--- config.mk ---
export PLATFORM = sky130hd
export DESIGN_NAME = icache_direct
export DESIGN_NICKNAME = d
export VERILOG_FILES = /design/src/rtl/cpu_types_pkg.sv /design/src/rtl/icache_frames.sv /design/src/rtl/icache_direct.sv
export SDC_FILE = /design/constraint.sdc
export NUM_CORES = 1
export LEC_CHECK = 0
export CORE_ASPECT_RATIO = 1.1
export CORE_MARGIN = 2
export CORE_UTILIZATION = 30
export CTS_CLUSTER_SIZE = 14
export DETAILED_ROUTE_END_ITERATION = 8
export HOLD_SLACK_MARGIN = 0.06
export MAX_ROUTING_LAYER = met4
export SLEW_MARGIN = 20
export SYNTH_ARGS = -nofsm -noshare
export SYNTH_HDL_FRONTEND = slang
export SYNTH_SLANG_ARGS = --single-unit
export TNS_END_PERCENT = 30
--- constraint.sdc ---
create_clock -name CLK -period 10 [get_ports CLK]
set_clock_uncertainty 0.05 [all_clocks]
set_input_delay 3 -clock CLK [delete_from_list [all_inputs] [get_ports CLK]]
set_output_delay 3 -clock CLK [all_outputs]
set_load 0.01 [all_outputs]
--- src/rtl/cpu_types_pkg.sv ---
// Shared CPU datapath types, including the instruction-cache frame, address
// and controller-state definitions.
package cpu_types_pkg;

  typedef logic [31:0] word_t;

  localparam int ICACHE_SETS = 16;
  localparam int IIDX_W      = $clog2(ICACHE_SETS);
  localparam int ITAG_W      = 30 - IIDX_W;

  typedef struct packed {
    logic              valid;
    logic [ITAG_W-1:0] tag;
    word_t             data;
  } icache_frame_t;

  typedef struct packed {
    logic [ITAG_W-1:0] tag;
    logic [IIDX_W-1:0] idx;
    logic [1:0]        bytoff;
  } icache_addr_t;

  typedef enum logic {
    IDLE  = 1'b0,
    FETCH = 1'b1
  } icache_state_t;

endpackage

--- src/rtl/icache_frames.sv ---
// Frame store for the direct-mapped instruction cache: one synchronous write
// port, one asynchronous read port, and a bulk valid clear.
module icache_frames
  import cpu_types_pkg::*;
#(
  parameter int SETS  = ICACHE_SETS,
  parameter int IDX_W = $clog2(SETS),
  parameter int TAG_W = 30 - IDX_W
) (
  input  logic             clk,
  input  logic             clear_valid,
  input  logic             we,
  input  logic [IDX_W-1:0] wr_idx,
  input  logic [TAG_W-1:0] wr_tag,
  input  word_t            wr_data,
  input  logic [IDX_W-1:0] rd_idx,
  output logic             rd_valid,
  output logic [TAG_W-1:0] rd_tag,
  output word_t            rd_data
);

  logic [SETS-1:0]  valid_r;
  logic [TAG_W-1:0] tag_r  [SETS];
  word_t            data_r [SETS];

  // Valid bits: a clear (flush or reset) takes priority over a fill.
  always_ff @(posedge clk) begin
    if (clear_valid) begin
      valid_r <= '0;
    end else if (we) begin
      valid_r[wr_idx] <= 1'b1;
    end else begin
      valid_r <= valid_r;
    end
  end

  // Tag and data payload; left unreset because valid gates every use.
  always_ff @(posedge clk) begin
    if (we) begin
      tag_r[wr_idx]  <= wr_tag;
      data_r[wr_idx] <= wr_data;
    end
  end

  // Asynchronous lookup port.
  always_comb begin
    rd_valid = valid_r[rd_idx];
    rd_tag   = tag_r[rd_idx];
    rd_data  = data_r[rd_idx];
  end

endmodule

--- src/rtl/icache_direct.sv ---
// Direct-mapped read-only instruction cache: same-cycle hits, single-word
// fills from the memory controller, saturating hit/miss counters.
module icache_direct
  import cpu_types_pkg::*;
#(
  parameter int SETS  = ICACHE_SETS,
  parameter int CNT_W = 16,
  localparam int IDX_W = $clog2(SETS),
  localparam int TAG_W = 30 - IDX_W
) (
  input  logic             CLK,
  input  logic             RST,
  input  logic             imemREN,
  input  logic [31:0]      imemaddr,
  output logic [31:0]      imemload,
  output logic             ihit,
  input  logic             flush,
  output logic             iREN,
  output logic [31:0]      iaddr,
  input  logic             iwait,
  input  logic [31:0]      iload,
  output logic [CNT_W-1:0] hit_count,
  output logic [CNT_W-1:0] miss_count
);

  icache_state_t    state_r;
  logic [29:0]      fetch_addr_r;
  logic [CNT_W-1:0] hit_count_r;
  logic [CNT_W-1:0] miss_count_r;

  logic [IDX_W-1:0] req_idx_s;
  logic [TAG_W-1:0] req_tag_s;
  logic             rd_valid_s;
  logic [TAG_W-1:0] rd_tag_s;
  word_t            rd_data_s;
  logic             fill_we_s;
  logic             unused_offset_s;

  assign req_idx_s       = imemaddr[IDX_W+1:2];
  assign req_tag_s       = imemaddr[31:IDX_W+2];
  assign unused_offset_s = ^imemaddr[1:0];

  // A fill is dropped when flush or reset lands on the same edge.
  assign fill_we_s = (state_r == FETCH) && !iwait && !flush && !RST;

  icache_frames #(
    .SETS  (SETS),
    .IDX_W (IDX_W),
    .TAG_W (TAG_W)
  ) u_frames (
    .clk         (CLK),
    .clear_valid (flush | RST),
    .we          (fill_we_s),
    .wr_idx      (fetch_addr_r[IDX_W-1:0]),
    .wr_tag      (fetch_addr_r[29:IDX_W]),
    .wr_data     (iload),
    .rd_idx      (req_idx_s),
    .rd_valid    (rd_valid_s),
    .rd_tag      (rd_tag_s),
    .rd_data     (rd_data_s)
  );

  // Datapath and memory-side outputs; reset and flush both mask a hit.
  always_comb begin
    ihit     = 1'b0;
    imemload = 32'h0000_0000;
    iREN     = 1'b0;
    iaddr    = 32'h0000_0000;
    if (RST) begin
      ihit = 1'b0;
    end else if (state_r == FETCH) begin
      iREN  = 1'b1;
      iaddr = {fetch_addr_r, 2'b00};
    end else begin
      ihit     = imemREN && rd_valid_s && (rd_tag_s == req_tag_s) && !flush;
      imemload = ihit ? rd_data_s : 32'h0000_0000;
    end
  end

  // Controller FSM plus saturating performance counters.
  always_ff @(posedge CLK) begin
    if (RST) begin
      state_r      <= IDLE;
      fetch_addr_r <= 30'd0;
      hit_count_r  <= {CNT_W{1'b0}};
      miss_count_r <= {CNT_W{1'b0}};
    end else begin
      if (ihit && (hit_count_r != {CNT_W{1'b1}})) begin
        hit_count_r <= hit_count_r + {{(CNT_W-1){1'b0}}, 1'b1};
      end
      case (state_r)
        IDLE: begin
          if (imemREN && !ihit) begin
            fetch_addr_r <= imemaddr[31:2];
            state_r      <= FETCH;
            if (miss_count_r != {CNT_W{1'b1}}) begin
              miss_count_r <= miss_count_r + {{(CNT_W-1){1'b0}}, 1'b1};
            end
          end
        end
        FETCH: begin
          if (flush || !iwait) begin
            state_r <= IDLE;
          end
        end
        default: state_r <= IDLE;
      endcase
    end
  end

  assign hit_count  = hit_count_r;
  assign miss_count = miss_count_r;

endmodule

==> run summary <==
status -> finished clean
Tot Pwr -> 8.73 mW
core area -> 130000 µm²
DRC -> 0
Die W -> 350 µm
CTS tree -> yes
Async SR Flop Fraction -> 0%
Critical Path Fanout Max -> 58
CP Depth -> 11
R2R depth -> 6
1st-iter DRT viols -> 1959
# fillers -> 12000
crit-path leading delay family -> buffers and inverters
IO Count -> 167
slew at the pin closest to its max-slew limit -> 0.979 ns
sequential cell area -> 29400 µm²
Slew headroom -> 34.7%
final wirelength -> 98600 µm
register bit total from synthesis -> 1007
Synth Area per Inst -> 20.7 µm²
routed vias/inst -> 5.07
setup tns final -> 0 ns
share of cells above drive strength 1 -> 23.7%
R2R Path Start -> state_r
commonest non-fill, non-tap cells in the layout -> 928 x edfxtp_1, 263 x mux4_2, 157 x clkdlybuf4s50_1, 99 x clkbuf_16, 79 x dfxtp_1
vias in the first global route -> 20500
most common cell after layout, fill and taps aside -> edfxtp_1
WP buf/inv -> 4
R2R setup slack -> 5.98 ns
Final GP Congestion -> 0.843
Cell Pwr Density -> 187 nW/µm²
Area Growth Syn to Fin -> 18.2%
first-pass GRT wire length -> 142000 µm
Max Slew Vio Count -> 0
placed cell areas -> 43400 µm²
Tot GR Track Use -> 15.0%
Critical Path RT -> 6.95 ns
period utilisation layout -> 97.5%
RSZ-0062 raised after global routing -> no
total grt overflow -> 0
hold crit path type -> register to register
chip height -> 384 µm
most used flip-flop cell after synthesis -> edfxtp_1
antenna-violating nets left -> 0
Seq/Total Area, Yosys -> 74.7%
Critical Path Source -> imemaddr[4]
IO buf count -> 162
largest net degree at the start of global routing -> 97
Worst Setup End Kind -> primary output
Max H-tree Level -> 3
Post-CTS Setup Bufs -> 0
cell count after synthesis -> 1902
First-pass DRT Iterations -> 5
end of the critical path -> imemload[12]
Clock Tree Root -> clkbuf_16
critical path launch point type -> input pin
worst vdd ir -> 0.158 mV
cell leakage power -> 15.0 nW
Clock Sinks -> 1007
critical setup path kind -> input pin to primary output
max incr delay on CP -> 0.56 ns
Core Util, Final -> 35.7%
final setup fails -> 0
row cnt -> 139
initial antenna violation count -> 12
CP cell instances -> buf_8 -> buf_4 -> mux4_2 -> a22o_1 -> a221oi_2 -> xor2_1 -> o2111ai_1 -> nor3_4 -> buf_12 -> and3_1 -> clkdlybuf4s50_1
Die ar. -> 134000 µm²
slowest CP cell -> clkdlybuf4s50_1
Mapped Area -> 39400 µm²
Max-Cap Viols -> 0
hpwl dp -> 55600 µm
Hold Violations, Final -> 0
nets -> 2210
average wire per standard cell -> 25.2 µm
Multi-input gate area -> 9530 µm²
clk slew on worst S/H paths -> 0.06 ns
yosys warns -> 0
clk_lat worst skew -> 0.67 ns
Initial Utilization -> 30.2%
Fmax achieved -> 103 MHz
Vias -> 19900
deepest clock path buffer count -> 3
Tmin final -> 9.75 ns
count of cell types in the netlist -> 68
Arr. time, crit path -> 6.70 ns
design area -> 46600 µm²
worst r2r dst -> u_frames.data_r[15][11]
Post-synth EDFFs -> 928
TritonCTS buffer count -> 99
power by group:
part	internal (mW)	total (mW)	switching, mW
combinational	0.177	0.388	0.211
clock	2.10	3.69	1.59
sequential	4.61	4.65	0.0359
repair_timing:
action | 4_1_cts | 5_1_grt
resized for setup | 0 | 4
hold buffers | 0 | 0
endpoints found under the setup margin | 0 | 33
registers in the layout (all words and copies together) (netlist names):
name              flops
fetch_addr_r         30
hit_count            16
miss_count           16
state_r               1
u_frames.data_r     512
u_frames.tag_r      416
u_frames.valid_r     16
worst min path at each step:
| stage | from | to | depth (start not counted) |
|---|---|---|---|
| 6_report | u_frames.valid_r[6] | u_frames.valid_r[6] | 1 |
| 5_1_grt | u_frames.valid_r[2] | u_frames.valid_r[2] | 1 |
| 4_1_cts | u_frames.valid_r[6] | u_frames.valid_r[6] | 1 |
| 3_5_place_dp | u_frames.valid_r[6] | u_frames.valid_r[6] | 1 |
| 3_3_place_gp | u_frames.valid_r[14] | u_frames.valid_r[14] | 1 |
| 2_1_floorplan | u_frames.valid_r[10] | u_frames.valid_r[10] | 1 |
worst reg2reg max path, cell delays in order (launching register included):
cell	delay [ns]
dfxtp_1	0.36
nor2b_2	0.78
buf_4	0.30
and2_1	0.18
nand3_1	0.30
nor2_4	0.73
buf_4	0.88
cells by family after synthesis:
kind of cell             share of synthesized area [%]
AND/OR/NAND/NOR                                   4.10
adder cells (fa/ha/maj)                         0.0634
XOR/XNOR                                         0.600
AO/OA/AOI/OAI                                     2.22
buffers and inverters                             1.52
other                                          0.00951
multiplexers                                      16.8
flip-flops                                        74.7
through the flow:
stage	hold WS, ns	worst slack (ns)	instances
global placement	0.391	0.0433	3730
detailed placement	0.402	0.0186	3730
floorplan	0.385	0.914	1903
global route	0.431	0.0258	3919
finish	0.418	0.251	3920
CTS	0.417	0.00732	3913
cell type report:
cell class              instances  share of cell area, %
repair buffers                237                   4.81
inverters                      17                  0.137
well taps                    1692                   4.54
flip-flops and latches       1007                   63.2
clock buffers                 127                   5.65
clock inverters                56                   1.23
multi-input cells             777                   20.4
diodes                          7                 0.0376
cell usage after synthesis, types with 17 or more instances:
master / instances / share of area, %
mux2i_1: 58 / 1.5
buf_2: 20 / 0.25
buf_1: 20 / 0.19
nand3_1: 21 / 0.27
edfxtp_1: 928 / 71
dfxtp_1: 79 / 4.0
and2_1: 38 / 0.60
nand2_1: 27 / 0.26
and3_1: 46 / 0.73
a21oi_1: 29 / 0.37
nor2b_1: 19 / 0.30
nor2_1: 69 / 0.66
o21a_1: 17 / 0.32
clkbuf_1: 42 / 0.40
mux4_2: 263 / 15
layer usage:
layer	part of all wire, %	track usage, %	up-vias
li1	-	-	8378
met4	2.1	3.60	0
met5	0	-	-
met2	48	23.8	727
met1	43	20.0	10600
met3	6.9	2.79	130
No activity file was read; power rests on OpenSTA's default activity.
==> RTL change: new RTL, config.mk and constraints unchanged <==
The package constant `ICACHE_SETS` goes from 16 to 32.
--- a/src/rtl/cpu_types_pkg.sv
+++ b/src/rtl/cpu_types_pkg.sv
@@ -4,7 +4,7 @@
 
   typedef logic [31:0] word_t;
 
-  localparam int ICACHE_SETS = 16;
+  localparam int ICACHE_SETS = 32;
   localparam int IIDX_W      = $clog2(ICACHE_SETS);
   localparam int ITAG_W      = 30 - IIDX_W;
 
Function: not settled (the Yosys comparison gave no result); the edit may change what the design does.
==> RTL change against the original RTL <==
Total power is 90% higher; synthesized area is 87% higher; worst setup slack worse by 0.17 ns; wire length is 100% higher; synthesized cell count is 75% higher; die area is 86% higher; highest routed layer unchanged; final area is 88% higher; critical path type unchanged; sequential cell count is 912 higher; global-route usage is 1.1 points higher.
==> RTL change: results (changes against the original RTL) <==
[metrics] Worst Tran Pin Value: 1.155 ns (was 0.9793 ns)
[metrics] worst-case vdd ir drop: 0.1413 mV (was 0.1580 mV)
[metrics] multi-input gate share of total cell area: 0.1891 (was 0.2045)
[metrics] Achievable Freq: 100.8 MHz (was 102.6 MHz)
[metrics] Cell Area, Placed: 0.08128 sq mm (was 0.04339 sq mm)
[metrics] kind of cell adding the most delay to the critical path: simple AND/OR/NAND/NOR gates (was buffers and inverters)
[metrics] dpl hpwl: 106400 um (was 55630 um)
[metrics] Repair and plain buffers: 427 (was 237)
[metrics] synth unique cells: 62 (was 68)
[metrics] power density cells: 188.9 mW/mm^2 (was 187.1 mW/mm^2)
[metrics] Total Wirelength: 198300 um (was 98620 um)
[metrics] top flop regs: u_frames.data_r: 1024 flops, u_frames.tag_r: 800 flops, u_frames.valid_r: 32 flops (was u_frames.data_r: 512 flops, u_frames.tag_r: 416 flops, fetch_addr_r: 30 flops)
[metrics] proportion of cell area spent on the clock network: 0.06905 (was 0.06877)
[metrics] Synth area leaders: sky130_fd_sc_hd__edfxtp_1, sky130_fd_sc_hd__mux4_2, sky130_fd_sc_hd__dfxtp_1, sky130_fd_sc_hd__mux2i_1, sky130_fd_sc_hd__nand2_1 (was sky130_fd_sc_hd__edfxtp_1, sky130_fd_sc_hd__mux4_2, sky130_fd_sc_hd__dfxtp_1, sky130_fd_sc_hd__mux2i_1, sky130_fd_sc_hd__and3_1)
[metrics] Seq area share: 0.6456 (was 0.6315)
[metrics] Power Clock: 0.00697 W (was 0.00369 W)
[metrics] register-to-register path setup slack: 5.69 ns (was 5.98 ns)
[metrics] Via Count: 36815 (was 19879)
[metrics] wire length of the first global-routing pass: 280000 um (was 142500 um)
[metrics] met3 routed wirelength: 11600 um (was 6791 um)
[metrics] sequential-to-total area share from yosys stat: 0.7683 (was 0.7466)
[metrics] leakage power of the design: 27.98 nW (was 15.04 nW)
[metrics] layout inverter count without the clock tree: 9 (was 17)
[metrics] post-route insts no fill: 7196 (was 3920)
[metrics] non-clock buffer share of cell area: 0.04906 (was 0.04811)
[metrics] run status: completed (unchanged)
[metrics] number of antenna diodes: 6 (was 7)
[metrics] arrival time of data at the critical path endpoint: 6.87 ns (was 6.70 ns)
==> RTL change: cell types whose count changed after synthesis, moves of 30 or more <==
| cell | delta |
|---|---|
| sky130_fd_sc_hd__clkbuf_1 | +48 |
| sky130_fd_sc_hd__edfxtp_1 | +896 |
| sky130_fd_sc_hd__nand2_1 | +98 |
| sky130_fd_sc_hd__a21oi_1 | +35 |
| sky130_fd_sc_hd__and3_1 | -30 |
| sky130_fd_sc_hd__mux4_2 | +264 |
==> RTL change: what timing repair did <==
action                                  CTS  global route
pin swaps                                 4             4
endpoints found under the setup margin   33            28
gates resized for setup                  60            39
setup buffers                            13             4
hold buffers                              0             0
cloned                                    5             0
==> RTL change: logic make-up after synthesis <==
kind of cell               Yosys count  synth area share
muxes                              624            0.1743
buffers and inverters              192           0.01181
AOI/OAI and AO/OA                  215           0.01937
adders and majority gates            2         0.0003392
other                                1        0.00005084
and+or+nand+nor                    366           0.02404
DFF                               1919            0.7683
xor gates and xnor gates            15          0.001781
